===== src/rtl/conv_ctrl_pkg.sv =====
// State codes shared between the window sequencer and the register-write decode.
package conv_ctrl_pkg;

  localparam int STATE_W = 4;

  // LOAD is pinned to 3 because the register-write decode keys on it; code 2 is unused.
  typedef enum logic [STATE_W-1:0] {
    ST_IDLE     = 4'd0,
    ST_SETUP    = 4'd1,
    ST_LOAD     = 4'd3,
    ST_COMPUTE  = 4'd4,
    ST_WAIT_MAC = 4'd5,
    ST_NEXT     = 4'd6,
    ST_DONE     = 4'd7
  } seq_state_e;

endpackage


===== src/rtl/seq_watchdog.sv =====
// Cycle watchdog: counts enabled cycles and flags expiry on the TIMEOUT-th one.
module seq_watchdog #(
  parameter int TIMEOUT = 1024
) (
  input  logic clk,
  input  logic rst,
  input  logic clr,
  input  logic en,
  output logic expire
);

  localparam int CW = $clog2(TIMEOUT + 1);
  localparam logic [CW-1:0] LAST = CW'(TIMEOUT - 1);

  logic [CW-1:0] cnt_q, cnt_d;

  always_comb begin
    cnt_d = cnt_q;
    if (clr) begin
      cnt_d = '0;
    end else if (en && (cnt_q != LAST)) begin
      cnt_d = cnt_q + CW'(1);
    end
  end

  always_ff @(posedge clk) begin
    if (rst) begin
      cnt_q <= '0;
    end else begin
      cnt_q <= cnt_d;
    end
  end

  assign expire = en && (cnt_q == LAST);

endmodule


===== src/rtl/conv_window_sequencer.sv =====
// Convolution input-path sequencer: loads NUM_REGS IFM words per window, launches the MAC,
// and repeats for the programmed window count. Optional MAC watchdog under SEQ_TIMEOUT_EN.
module conv_window_sequencer
  import conv_ctrl_pkg::*;
#(
  parameter int DATA_WIDTH = 32,
  parameter int NUM_REGS   = 10,
  parameter int TIMEOUT    = 1024
) (
  input  logic                  clk,
  input  logic                  rst,
  input  logic                  start,
  input  logic [15:0]           num_windows,
  input  logic                  ifm_valid,
  input  logic [DATA_WIDTH-1:0] ifm_data,
  output logic                  ifm_ready,
  output logic [NUM_REGS-1:0]   reg_write,
  output logic [DATA_WIDTH-1:0] reg_data,
  output logic [3:0]            current_state,
  output logic [15:0]           counter_ifm,
  output logic                  mac_start,
  input  logic                  mac_done,
  output logic                  busy,
  output logic                  done,
  output logic                  error
);

  localparam logic [15:0] NUM_REGS_C = 16'(NUM_REGS);

  if (NUM_REGS < 1 || NUM_REGS > 15 || TIMEOUT < 1) begin : g_bad_param
    $error("conv_window_sequencer: parameter out of range");
  end

  seq_state_e            state_q, state_d;
  logic [15:0]           counter_q, counter_d;
  logic [15:0]           windows_q, windows_d;
  logic [15:0]           window_cnt_q, window_cnt_d;
  logic [NUM_REGS-1:0]   reg_write_q, reg_write_d;
  logic [DATA_WIDTH-1:0] reg_data_q, reg_data_d;
  logic                  wd_expire;

`ifdef SEQ_TIMEOUT_EN
  logic error_q, error_d;

  seq_watchdog #(.TIMEOUT(TIMEOUT)) u_watchdog (
    .clk    (clk),
    .rst    (rst),
    .clr    (state_q != ST_WAIT_MAC),
    .en     (state_q == ST_WAIT_MAC),
    .expire (wd_expire)
  );

  // mac_done arriving on the expiry cycle still wins, so error is only set on a true miss.
  always_comb begin
    error_d = error_q;
    if (state_q == ST_IDLE && start) begin
      error_d = 1'b0;
    end else if (state_q == ST_WAIT_MAC && !mac_done && wd_expire) begin
      error_d = 1'b1;
    end
  end

  always_ff @(posedge clk) begin
    if (rst) begin
      error_q <= 1'b0;
    end else begin
      error_q <= error_d;
    end
  end

  assign error = error_q;
`else
  assign wd_expire = 1'b0;
  assign error     = 1'b0;
`endif

  always_comb begin
    state_d      = state_q;
    counter_d    = counter_q;
    windows_d    = windows_q;
    window_cnt_d = window_cnt_q;
    reg_write_d  = '0;
    reg_data_d   = reg_data_q;
    ifm_ready    = 1'b0;
    unique case (state_q)
      ST_IDLE: begin
        if (start) begin
          windows_d    = num_windows;
          window_cnt_d = '0;
          state_d      = (num_windows == 16'd0) ? ST_DONE : ST_SETUP;
        end
      end
      ST_SETUP: begin
        counter_d = '0;
        state_d   = ST_LOAD;
      end
      ST_LOAD: begin
        ifm_ready = (counter_q < NUM_REGS_C);
        if (counter_q == NUM_REGS_C) begin
          state_d = ST_COMPUTE;
        end else if (ifm_valid) begin
          counter_d   = counter_q + 16'd1;
          reg_write_d = NUM_REGS'(1) << counter_q;
          reg_data_d  = ifm_data;
        end
      end
      ST_COMPUTE: state_d = ST_WAIT_MAC;
      ST_WAIT_MAC: begin
        if (mac_done) begin
          state_d = ST_NEXT;
        end else if (wd_expire) begin
          state_d = ST_DONE;
        end
      end
      ST_NEXT: begin
        window_cnt_d = window_cnt_q + 16'd1;
        state_d      = (window_cnt_q + 16'd1 == windows_q) ? ST_DONE : ST_SETUP;
      end
      ST_DONE: state_d = ST_IDLE;
      default: state_d = ST_IDLE;
    endcase
    // Clearing on entry keeps counter_ifm at 0 for the whole SETUP cycle.
    if (state_d == ST_SETUP) begin
      counter_d = '0;
    end
  end

  always_ff @(posedge clk) begin
    if (rst) begin
      state_q      <= ST_IDLE;
      counter_q    <= '0;
      windows_q    <= '0;
      window_cnt_q <= '0;
      reg_write_q  <= '0;
      reg_data_q   <= '0;
    end else begin
      state_q      <= state_d;
      counter_q    <= counter_d;
      windows_q    <= windows_d;
      window_cnt_q <= window_cnt_d;
      reg_write_q  <= reg_write_d;
      reg_data_q   <= reg_data_d;
    end
  end

  assign current_state = state_q;
  assign counter_ifm   = counter_q;
  assign reg_write     = reg_write_q;
  assign reg_data      = reg_data_q;
  assign mac_start     = (state_q == ST_COMPUTE);
  assign busy          = (state_q != ST_IDLE);
  assign done          = (state_q == ST_DONE);

endmodule


===== config.mk =====
export PLATFORM = sky130hd
export DESIGN_NAME = conv_window_sequencer
export DESIGN_NICKNAME = d
export VERILOG_FILES = /design/src/rtl/conv_ctrl_pkg.sv /design/src/rtl/seq_watchdog.sv /design/src/rtl/conv_window_sequencer.sv
export SDC_FILE = /design/constraint.sdc
export NUM_CORES = 1
export LEC_CHECK = 0
export CELL_PAD_IN_SITES_DETAIL_PLACEMENT = 1
export CELL_PAD_IN_SITES_GLOBAL_PLACEMENT = 2
export CORE_MARGIN = 3
export CORE_UTILIZATION = 27
export DETAILED_ROUTE_END_ITERATION = 8
export PLACE_DENSITY_LB_ADDON = 0.2
export SYNTH_ARGS = -nofsm -noshare
export SYNTH_HDL_FRONTEND = slang
export SYNTH_HIERARCHICAL = 1
export SYNTH_SLANG_ARGS = --single-unit

===== constraint.sdc =====
create_clock -name clk -period 2.7 [get_ports clk]
set_input_delay 0.54 -clock clk [delete_from_list [all_inputs] [get_ports clk]]
set_output_delay 0.54 -clock clk [all_outputs]
set_load 0.05 [all_outputs]

==> results.toml <==
[floorplanning]
dieArea_sq_um = 18000
die_w_um = 134
die_y_um = 134
floorplan.initialDensity = 0.278
boundaryPins = 120
core_sq_um = 15900
num_rows = 46

[power_and_ir_drop]
ir_drop_uv = 302
p_per_area_nw_per_um2 = 476
leakagePower_nw = 2.12

[job]
cap_violations = 0

[hold_path]
hold_start = "reg_data[16]$_SDFFE_PP0P_"
hold_path_depth = 2
hp-class = "flip-flop to flip-flop"
whs_endpoint = "reg_data[16]$_SDFFE_PP0P_"

[cts]
clk_path_buf_depth = 2
htreeDepth = 3
cts_tree = "done"
numCtsBuffers = 9
root_buffer = "clkbuf_16"
clkLatencyLatePin_ps = 350
clock-sinks = 94
path_clk_slew_ps = 70

[worst_setup_path]
reg2reg_to = "counter_ifm[9]$_SDFFE_PP0P_"
crit_type = "flip-flop to output port"
reg2reg_depth = 9
max_stage_delay_ps = 540
worstPathRequired_ps = 2160
cp_max_fo = 2
worstSetupStartpointType = "flip-flop"
cp_slowest_cell = "or4_4"
r2r_start = "window_cnt_q[0]$_SDFFE_PP0P_"
path_cells = "or4_4, or3_4, nor4b_4, buf_12"
r2r_slack_ps = 150
critical_path_arrival_ps = 2160
crit_buf_inv = 1
cp-end-kind = "output port"
cpLargestDelayFamily = "simple AND/OR/NAND/NOR gates"

[sta]
maxClockFrequency_mhz = 370
rsz0062_at_grt = "yes"
fin_crit_sh = 1.00
hold_viol_final = 0
finalClockSkew_ps = 7.83
tightest_slew_ps = 713
period_needed_ps = 2700
setup_viol = 1
setup_ws_ps = -3.11
drv_slew = 0
hold-worst-slack_ps = 457
max_slew_margin = 0.523

[synth]
ys_ff_latch = 94
syn_inst = 566
ys_types = 56
yosys.area.top_type = "dfxtp_1"
synth_edf_count = 0
ys.flop_type = "dfxtp_1"
synth_area_leaders = "dfxtp_1 (42%), nand2_1 (11%), a21oi_1 (7.9%)"
async_flop_share = 0
synth_seq_area_share = 0.425
yosys-top-cells-count = "nand2_1 (131), dfxtp_1 (94), a21oi_1 (70), nor2_1 (54), xnor2_1 (23)"
synth_area_sq_um = 4430
syn_avg_cell_area_sq_um = 7.82
yosys.area.top_type_share = 0.425
yosysWarnings = 6
synth.most_common_cell = "nand2_1"

[grt]
grt_max_degree = 59
grt_pass1_wl_um = 23700
antenna_found_initial = 0
grt_use_met1 = 0.213
grt-busiest-layer = "met2"
grt_pass1_vias = 4470
use_met2 = 0.277
met3_usage = 0.0255
overflow = 0
grt_usage = 0.164

[final_layout]
design_area_sq_um = 6350
nNetsFinal = 746
area_delta_synth_final_pct = 43.3
nFillCells = 1911
drive_above_1_share = 0.114
finish.utilization = 0.398

[detailed_routing]
drt_iter0_markers = 159
vias_per_cell = 4.81
via_count = 4388
postRouteAntennaNets = 0
firstDrtPassIters = 4
drc = 0
wl_per_cell_um = 16.0
routed_wl_um = 14600

[placement]
pre_cts_ws_ps = 11.2
portBuffers = 118
gp_congestion = 0.810
placed_area_sq_um = 5940
dp_hpwl_um = 10800

[status]
violations = "setup timing"
status = "finished, violations left"
==> sequential cells by signal (all words and copies together), names as in the netlist <==
signal	flops
window_cnt_q	16
reg_data	32
windows_q	16
counter_ifm	16
reg_write	10
current_state	4
==> area by class of cell <==
cell class | instances | area, sq um | area share
multi-input combinational | 427 | 2400 | 0.379
inverter | 12 | 45.0 | 0.00710
clock buffer | 10 | 229 | 0.0361
sequential | 94 | 1890 | 0.298
antenna | 1 | 2.50 | 0.000394
tap | 216 | 270 | 0.0426
timing repair buffer | 146 | 1420 | 0.223
clock inverter | 6 | 91.3 | 0.0144
==> power breakdown <==
group | internal [mW] | total [mW] | switching (mW)
logic | 0.110 | 0.217 | 0.107
clock network | 0.819 | 1.39 | 0.575
registers | 1.40 | 1.41 | 0.0152
==> cell families after synthesis <==
logic type                 synth area share
AOI/OAI and AO/OA                     0.146
xor gates and xnor gates             0.0670
adders and majority gates           0.00848
buffers and inverters                0.0446
DFF                                   0.425
muxes                               0.00254
other                              0.000847
and+or+nand+nor                       0.306
==> cell usage in the layout (no fill, tap or decap), types with 2 or more instances in the layout <==
cell type	Yosys	final
nand2_1	131	131
clkdlybuf4s50_1	0	113
dfxtp_1	94	91
a21oi_1	70	70
nor2_1	54	53
buf_4	2	28
xnor2_1	23	23
o21ai_0	15	15
nor3_1	17	15
nor4_1	14	14
nand3_1	13	13
inv_1	12	12
nor3_2	8	10
xor2_1	9	9
clkbuf_16	0	9
or3_1	9	8
nand4_1	7	7
or4_4	1	3
or4_1	5	3
a211oi_1	3	3
a31oi_1	3	3
buf_12	0	3
and3_1	2	2
and2_1	2	2
nand4bb_1	2	2
nand4_2	2	2
nand4b_1	2	2
o31ai_1	2	2
nor3b_1	2	2
a211o_1	2	2
a22oi_1	2	2
ha_1	3	2
conb_1	1	2
inv_6	0	2
bufinv_16	0	2
dfxtp_4	0	2
==> worst register-to-register path: cells and delay by family (launching register included) <==
kind            cells  cell delay (ps)
simple gates        5             1110
flops               1              440
mux                 1              380
fa+ha+maj           1              290
buf+inv             1              170
compound gates      1               80
==> how the worst max path moves through the flow <==
stage | start | endpoint | cells after the start
after floorplan | counter_ifm[13]$_SDFFE_PP0P_ | ifm_ready | 4
after global placement | window_cnt_q[0]$_SDFFE_PP0P_ | counter_ifm[9]$_SDFFE_PP0P_ | 8
after detailed placement | window_cnt_q[0]$_SDFFE_PP0P_ | counter_ifm[12]$_SDFFE_PP0P_ | 8
after CTS | counter_ifm[9]$_SDFFE_PP0P_ | ifm_ready | 4
after global routing | counter_ifm[10]$_SDFFE_PP0P_ | ifm_ready | 4
final | counter_ifm[9]$_SDFFE_PP0P_ | ifm_ready | 4
==> metal layers <==
layer  vias to the layer above  part of all wire
met4                         0             0.016
li1                       2192                 -
met3                        13             0.031
met1                      2102              0.46
met2                        81              0.49
met5                         -                 0
==> per-stage QoR <==
stage | std cells | setup TNS, ps | power, mW
after floorplan | 567 | 0 | 1.54
after global placement | 891 | 0 | 1.66
after detailed placement | 891 | 0 | 1.66
after CTS | 907 | -17.8 | 3.06
after global routing | 911 | -80.8 | 3.15
final | 912 | -3.11 | 3.02
==> timing repair <==
item                                    CTS  global route
pin swaps                                 0             3
resized for setup                         3             7
endpoints found under the setup margin    7            17
hold buffers                              0             0
setup buffers                             0             4
Note: power is estimated with default switching activity, not from simulation.
